<file path="src/rtl/dsp_preadd_pair.sv">
// dsp_preadd_pair: pipelined exact pre-adder (P = A + D) and modular 21-bit adder sharing clock, enable and reset
module dsp_preadd_pair #(
  parameter int DSP_LATENCY = 3,
  parameter int ADD_LATENCY = 1
) (
  input  logic        CLK,
  input  logic        RST,
  input  logic        CE,
  input  logic [18:0] A,
  input  logic [18:0] D,
  output logic [19:0] P,
  input  logic [20:0] ADD_A,
  input  logic [20:0] ADD_C,
  output logic [20:0] ADD_P
);
  if (DSP_LATENCY < 1 || DSP_LATENCY > 8) begin : g_bad_dsp
    $error("dsp_preadd_pair: DSP_LATENCY must be in 1..8");
  end
  if (ADD_LATENCY < 1 || ADD_LATENCY > 8) begin : g_bad_add
    $error("dsp_preadd_pair: ADD_LATENCY must be in 1..8");
  end
  if (DSP_LATENCY == 1) begin : g_p1
    // single stage: the sum lands directly in the output register
    always_ff @(posedge CLK or posedge RST)
      if (RST) P <= '0;
      else if (CE) P <= {1'b0, A} + {1'b0, D};
  end else begin : g_pn
    logic [18:0] a_q, d_q;
    logic [19:0] s_q [DSP_LATENCY:2];
    // operand capture, sum into stage 2, then a plain delay line
    always_ff @(posedge CLK or posedge RST)
      if (RST) begin
        a_q <= '0;
        d_q <= '0;
        for (int i = 2; i <= DSP_LATENCY; i++) s_q[i] <= '0;
      end else if (CE) begin
        a_q <= A;
        d_q <= D;
        s_q[2] <= {1'b0, a_q} + {1'b0, d_q};
        for (int i = 3; i <= DSP_LATENCY; i++) s_q[i] <= s_q[i-1];
      end
    assign P = s_q[DSP_LATENCY];
  end
  logic [20:0] r_q [ADD_LATENCY:1];
  // wrapping sum registered on the first stage, remaining stages delay it
  always_ff @(posedge CLK or posedge RST)
    if (RST) begin
      for (int i = 1; i <= ADD_LATENCY; i++) r_q[i] <= '0;
    end else if (CE) begin
      r_q[1] <= ADD_A + ADD_C;
      for (int i = 2; i <= ADD_LATENCY; i++) r_q[i] <= r_q[i-1];
    end
  assign ADD_P = r_q[ADD_LATENCY];
endmodule

</file>
<file path="config.mk">
export PLATFORM = sky130hd
export DESIGN_NAME = dsp_preadd_pair
export DESIGN_NICKNAME = d
export VERILOG_FILES = /design/src/rtl/dsp_preadd_pair.sv
export SDC_FILE = /design/constraint.sdc
export NUM_CORES = 1
export LEC_CHECK = 0
export CAP_MARGIN = 15
export CORE_AREA = 2 2 109 111
export DETAILED_ROUTE_END_ITERATION = 6
export DIE_AREA = 0 0 111 113
export PLACE_DENSITY = 0.81
export SYNTH_ARGS = -nofsm -noshare
export SYNTH_HDL_FRONTEND = slang
export SYNTH_SLANG_ARGS = --single-unit
</file>
<file path="constraint.sdc">
create_clock -name CLK -period 3.1 [get_ports CLK]
set_input_delay 0.31 -clock CLK [delete_from_list [all_inputs] [get_ports CLK]]
set_output_delay 0.31 -clock CLK [all_outputs]
set_load 0.005 [all_outputs]
</file>
# ---- Word level (Yosys, flattened, before mapping)
# Index checks and enable logic that the tools add are counted.
# Widths: inputs -> output; s select.
dict set report totals {
  latch_bits 0
  n_memories 0
  inputBits 83
  rom_bits 0
  mem_bits_rw 0
  reg_bits 99
}
dict set report classes {
  n_mux 0
  mul 0
  n_reduce_logical 0
  bitwise_logic 0
  addsub 2
  eq_ne 0
  n_lt_le_gt_ge 0
  n_div 0
  shifts 0
}
# cell n
set op_table {}
lappend op_table {{$add 21x21->21} 1}
lappend op_table {{$add 19x19->20} 1}

# ---- Logic depth before layout (Yosys ltp)
# Gate-level depths: netlist (run 1).
dict set report logic_depth {
  word_depth 1
  mapped_depth 9
  mapped_depth_nobuf 9
}

# ---- Worst setup path after synthesis (run 1)
# OpenSTA, ideal clock, no wires.
dict set report synth_path {
  path_kind {reg2reg}
  startpoint {reg g_pn.a_q[0]}
  endpoint {reg g_pn.s_q[14] (netlist bit)}
  setup_time_ns 0.125
  path_stages_with_launch 10
  path_slack_ns 0.821
  arrival_ns 2.154
  n_path_buf 0
  required_time_ns 2.975
  path_cell_list {dfrtp_1 > ha_1 > fa_1 > a21oi_1 > a2bb2oi_1 > a31oi_2 > a21oi_2 > o21bai_1 > xor2_1 > mux2_2}
}
dict set report synth_via {
  elab_chain_len 1
}
# item line
set synth_lines {}
lappend synth_lines {{start: declaration} 28} ;# logic [18:0] a_q, d_q;
lappend synth_lines {{start signal: assignment} 33} ;# a_q <= '0;
lappend synth_lines {{start signal: assignment} 37} ;# a_q <= A;
lappend synth_lines {{$add 19x19->20} 39} ;# s_q[2] <= {1'b0, a_q} + {1'b0, d_q};
lappend synth_lines {{end: declaration} 29} ;# logic [19:0] s_q [DSP_LATENCY:2];
# Every way passes these cells.
# A chain may end at the register's enable or synchronous reset.

# ---- Final worst setup path (run 1)
dict set report layout_path {
  startpoint {reg g_pn.a_q[0]}
  endpoint {reg g_pn.s_q[16] (netlist bit)}
}
# Same word-level chain as after synthesis.

==> impl_metrics.ini, run 1 <==
[run_status]
outcome = completed

[timing]
slew_violations = 0
slew_headroom_pct = 57.7
setup_viol = 0
fin_crit_sh_pct = 86.6
finalSetupTns_ps = 0
post-route-min-period_ps = 2690
final-hold-violation-count = 0
rsz0062_at_grt = false
max_freq_ghz = 0.372
fin_hold_ws_ps = 394
skew_ps = 7.13
tightest_slew_ps = 634

[layout]
final_cell_mix = 122 x clkdlybuf4s50_1, 99 x dfrtp_1, 84 x mux2_2
finalNonFillerCells = 745
layout-drive-gt1-share_pct = 19.6
utilization_pct = 63.7
antennaDiodeCount = 0
layout.cells.most_common = clkdlybuf4s50_1
num-fill-cells = 890
final_nets = 721
area_growth_pct = 26.1

[cts]
path_clk_slew_ps = 70
clockBufferDepth = 2
numCtsBuffers = 9
cts_max_level = 3
ctsResizeCount = 0
cts.sinks = 99
clock-root-buffer = clkbuf_16
cts_hold_buffers = 0
clkLatencyLatePin_ps = 340
cts_tree = built
post_cts_buffers = 0

[detailed_routing]
wl_um = 12200
drc = 0
via_per_inst = 5.54
drt_first_iter_violations = 260
ant_nets = 0
drt_first_pass_iters = 4
vias = 4124
avgRoutedWirePerCell_um = 16.3

[grt]
grt_pass1_vias = 4292
grtUsageTotal_pct = 19.7
antenna_found_initial = 0
grt_max_degree = 49
grt_pass1_wl_um = 20000
grt_remaining_overflow = 0

[synthesis]
ys_types = 55
ys_ff_latch = 99
syn_nets = 622
syn_inst = 498
synth_top_area_cell = dfrtp_1
synth_edf_count = 0
synth_top_area_share_pct = 43.5
avgSynthCellArea_sq_um = 11.4
yosysWarnings = 0
netlist_top_cells_area = dfrtp_1 44%, mux2_2 17%, ha_1 8.6%
syn_area_sq_mm = 0.00569
dominantRegCellSynth = dfrtp_1
yosysSeqAreaShare_pct = 43.5
async_flop_share_pct = 100

[floorplan]
core_sq_mm = 0.0113
start_util_pct = 50.5
rows = 39
io_pins = 124
dieArea_sq_mm = 0.0125
die_h_um = 113
die_x_um = 111

[placement]
hpwl_um = 9180
place_congestion = 0.860
place_inst = 729
port_buffers = 123

[critical_path]
cp_max_fo = 2
r2r-start = g_pn.a_q[0]$_DFFE_PP0P_
worstReg2RegEnd = g_pn.s_q[16]$_DFFE_PP0P_
crit_arrival_ps = 2890
cp-start-kind = flip-flop
reg2reg_slack_ps = 410
endpoint_kind = flip-flop
reg2regPathDepth = 9
crit_type = reg2reg
required_ps = 3310

[pwr]
leakage_nw = 3.02
ir_drop_v = 0.000500
power_density_mw_per_mm2 = 619

[run]
maxCapViolations = 0

[worst_hold_path]
hp-class = in2async
-- critical path, stage by stage, from the launching register on --
cell and delay [ps]:
dfrtp_1 390, ha_1 230, fa_1 400, a21oi_1 210, a2bb2oi_1 350, a31oi_2 180, a21o_2 240, o21ai_0 260
xor2_1 190, a21oi_1 90
-- sequential cells by signal, summed over array words and instances (netlist names) --
name,flops
ADD_P,21
g_pn.d_q,19
g_pn.a_q,19
P,20
g_pn.s_q,20
-- worst max path at each step --
| stage | from | end | slack, ps | depth (start not counted) |
|---|---|---|---|---|
| after detailed placement | ADD_A[0] | ADD_P[20]$_DFFE_PP0P_ | 180 | 10 |
| after floorplan | RST | ADD_P[0]$_DFFE_PP0P_ | 200 | 1 |
| after global routing | g_pn.a_q[0]$_DFFE_PP0P_ | g_pn.s_q[16]$_DFFE_PP0P_ | 310 | 9 |
| after global placement | ADD_A[0] | ADD_P[20]$_DFFE_PP0P_ | 230 | 10 |
| final | g_pn.a_q[0]$_DFFE_PP0P_ | g_pn.s_q[16]$_DFFE_PP0P_ | 410 | 9 |
| after CTS | g_pn.a_q[0]$_DFFE_PP0P_ | g_pn.s_q[16]$_DFFE_PP0P_ | 430 | 9 |
-- per-stage QoR --
step	instance area, sq um	total power [mW]	setup slack, ps
finish	7180	4.44	415
global placement	6880	3.29	231
global route	7180	4.70	315
floorplan	5690	2.81	200
detailed placement	6880	3.34	179
CTS	7180	4.49	432
-- power breakdown --
part           switching (mW)  internal [mW]  total [mW]
Clock                   0.476          0.647        1.12
Combinational           0.607          0.900        1.51
Sequential              0.186           1.63        1.81
Total                    1.27           3.17        4.44
-- synth_stat cells, types with 10 or more instances --
master     n
clkbuf_1  13
mux2_2    84
nand2_1   21
xor2_1    10
a21o_1    17
nor2_1    25
xnor2_1   18
ha_1      39
a21oi_1   29
nor3_1    11
buf_4     22
dfrtp_1   99
-- metal layers --
metal	vias to the layer above	track usage (%)	share of wire, %
met4	0	6.33	1.9
li1	1997	-	-
met3	21	7.07	7.4
met5	-	0	0
met1	1962	23.7	43
met2	144	33.3	47
-- logic make-up (layout without fill, tap and decap cells) --
logic type,after synthesis,count (layout),synth area share (%)
simple gates,91,91,7.81
buf+inv,45,149,4.95
flops,99,99,43.5
mux,84,84,16.6
fa+ha+maj,41,41,9.28
xor+xnor,28,28,4.31
compound gates,110,110,13.5
-- layout make-up --
type	instances	area, sq um	area share, %
well taps	143	179	2.49
inverters	4	17.5	0.244
multi-input cells	354	2930	40.9
clock buffers	12	246	3.44
repair buffers	129	1270	17.8
clock inverters	4	50.0	0.697
flip-flops and latches	99	2480	34.5
Power figures use the tool's default switching activity.
==> run 2, diff against run 1 <==
--- a/config.mk
+++ b/config.mk
@@ -6,10 +6,11 @@
 export NUM_CORES = 1
 export LEC_CHECK = 0
 export CAP_MARGIN = 15
-export CORE_AREA = 2 2 109 111
+export CORE_AREA = 2 2 105 107
 export DETAILED_ROUTE_END_ITERATION = 6
-export DIE_AREA = 0 0 111 113
-export PLACE_DENSITY = 0.81
+export DIE_AREA = 0 0 107 109
+export DONT_BUFFER_PORTS = 1
+export PLACE_DENSITY = 0.71
 export SYNTH_ARGS = -nofsm -noshare
 export SYNTH_HDL_FRONTEND = slang
 export SYNTH_SLANG_ARGS = --single-unit
==> impl_metrics.ini, run 2 (same netlist as run 1, synthesis figures left out) <==
[detailed_routing]
ant_nets = 0
drt_first_pass_iters = 4
via_per_inst = 6.00
vias = 3701
wl_um = 11300
drc = 0
avgRoutedWirePerCell_um = 18.3
drt_first_iter_violations = 240

[critical_path]
cp_max_fo = 3
cp-start-kind = flip-flop
crit_type = reg2reg
reg2reg_slack_ps = 640
worstReg2RegEnd = g_pn.s_q[14]$_DFFE_PP0P_
crit_arrival_ps = 2740
crit_buf_inv = 0
r2r-start = g_pn.a_q[0]$_DFFE_PP0P_
endpoint_kind = flip-flop
slowest_stage = fa_1
critPathTopFamily = compound AO/OA/AOI/OAI gates
cp_cell_sequence = ha_1 > fa_1 > a21oi_1 > a2bb2oi_1 > a31oi_2 > a21oi_2 > o21bai_1 > xor2_1 > mux2_2
cpPeakStageDelay_ps = 410
reg2regPathDepth = 9
required_ps = 3370

[cts]
ctsResizeCount = 0
cts_tree = built
clock-root-buffer = clkbuf_8
cts_max_level = 3
post_cts_buffers = 0
clockBufferDepth = 2
path_clk_slew_ps = 100
clkLatencyLatePin_ps = 390
cts.sinks = 99
numCtsBuffers = 9

[timing]
slew_headroom_pct = 33.9
finalSetupTns_ps = 0
slew_violations = 0
worst_slack_ps = 637
rsz0062_at_grt = false
fin_crit_sh_pct = 79.5
post-route-min-period_ps = 2460
fin_hold_ws_ps = 26.6
final-hold-violation-count = 0
tightest_slew_ps = 992
max_freq_ghz = 0.406
setup_viol = 0
skew_ps = 16.7

[layout]
multiInputGateArea_sq_mm = 0.00293
layout.area.seq_sq_mm = 0.00248
antennaDiodeCount = 0
fin_area_sq_mm = 0.00586
largest_register_ffs = 21
layout-drive-gt1-share_pct = 24.1
final_nets = 596
final_cell_mix = 99 x dfrtp_1, 84 x mux2_2, 39 x ha_1
num-fill-cells = 939
area_growth_pct = 3.01
layout.cells.most_common = dfrtp_1

[placement]
placed_area_sq_mm = 0.00562
port_buffers = 0
hpwl_um = 8080
dp_slack_ps = 623
place_congestion = 0.902

[run]
maxCapViolations = 0

[floorplan]
io_pins = 124
die_h_um = 109
die_x_um = 107
start_util_pct = 53.7
core_sq_mm = 0.0106
dieArea_sq_mm = 0.0117
rows = 38

[grt]
grt_max_degree = 105
grtUsageTotal_pct = 20.3
grt_pass1_vias = 3839
grt_pass1_wl_um = 18500
antenna_found_initial = 0
grt_remaining_overflow = 0

[pwr]
power_density_mw_per_mm2 = 647
ir_drop_v = 0.000313
leakage_nw = 2.50
total_power_mw = 3.79

[worst_hold_path]
hp-class = in2async

[run_status]
outcome = completed
[run 2: changes by cell type in the layout (fill, tap and decap cells not counted)]
cell / change
bufinv_16: +1
clkbuf_8: +10
buf_4: -4
clkdlybuf4s50_1: -122
clkbuf_16: -9
dlygate4sd3_1: +1
clkbuf_1: -1
clkinvlp_4: -1
[run 2: area by class of cell]
cell class                 instances  area share, %
clock inverter                     4           1.24
timing repair buffer               4          0.555
tap                              140           2.99
inverter                           4          0.299
sequential                        99           42.3
clock buffer                      12           2.65
multi-input combinational        354           50.0
[run 2: worst max path at each step]
stage	depth (start not counted)	from	slack [ps]	endpoint
6_report	9	g_pn.a_q[0]$_DFFE_PP0P_	640	g_pn.s_q[14]$_DFFE_PP0P_
5_1_grt	9	g_pn.a_q[0]$_DFFE_PP0P_	460	g_pn.s_q[14]$_DFFE_PP0P_
4_1_cts	9	g_pn.a_q[0]$_DFFE_PP0P_	610	g_pn.s_q[14]$_DFFE_PP0P_
3_5_place_dp	9	g_pn.a_q[0]$_DFFE_PP0P_	620	g_pn.s_q[14]$_DFFE_PP0P_
3_3_place_gp	9	g_pn.a_q[0]$_DFFE_PP0P_	660	g_pn.s_q[14]$_DFFE_PP0P_
2_1_floorplan	1	RST	200	ADD_P[0]$_DFFE_PP0P_
[run 2: layer usage]
metal,vias to the layer above,share of wire (%),GRT usage (%)
met4,0,2.2,8.35
li1,1740,-,-
met5,-,0,0
met2,119,48,32.7
met3,20,7.7,7.23
met1,1822,42,24.9
[run 2: where the power goes]
group / total [mW] / internal (mW) / switching (mW)
Sequential: 1.87 / 1.62 / 0.244
Clock: 0.943 / 0.498 / 0.446
Combinational: 0.982 / 0.524 / 0.458
[run 2: metrics by stage]
| step | util (%) | instances |
|---|---|---|
| detailed placement | 53.0 | 600 |
| finish | 55.3 | 617 |
| floorplan | - | 498 |
| global route | 55.3 | 617 |
| global placement | 53.0 | 600 |
| CTS | 55.3 | 617 |
[run 2: what timing repair did]
action | in CTS | in global routing
hold buffers | 1 | 0
endpoints found under the hold margin | 1 | 0
setup endpoints to repair | 0 | 0
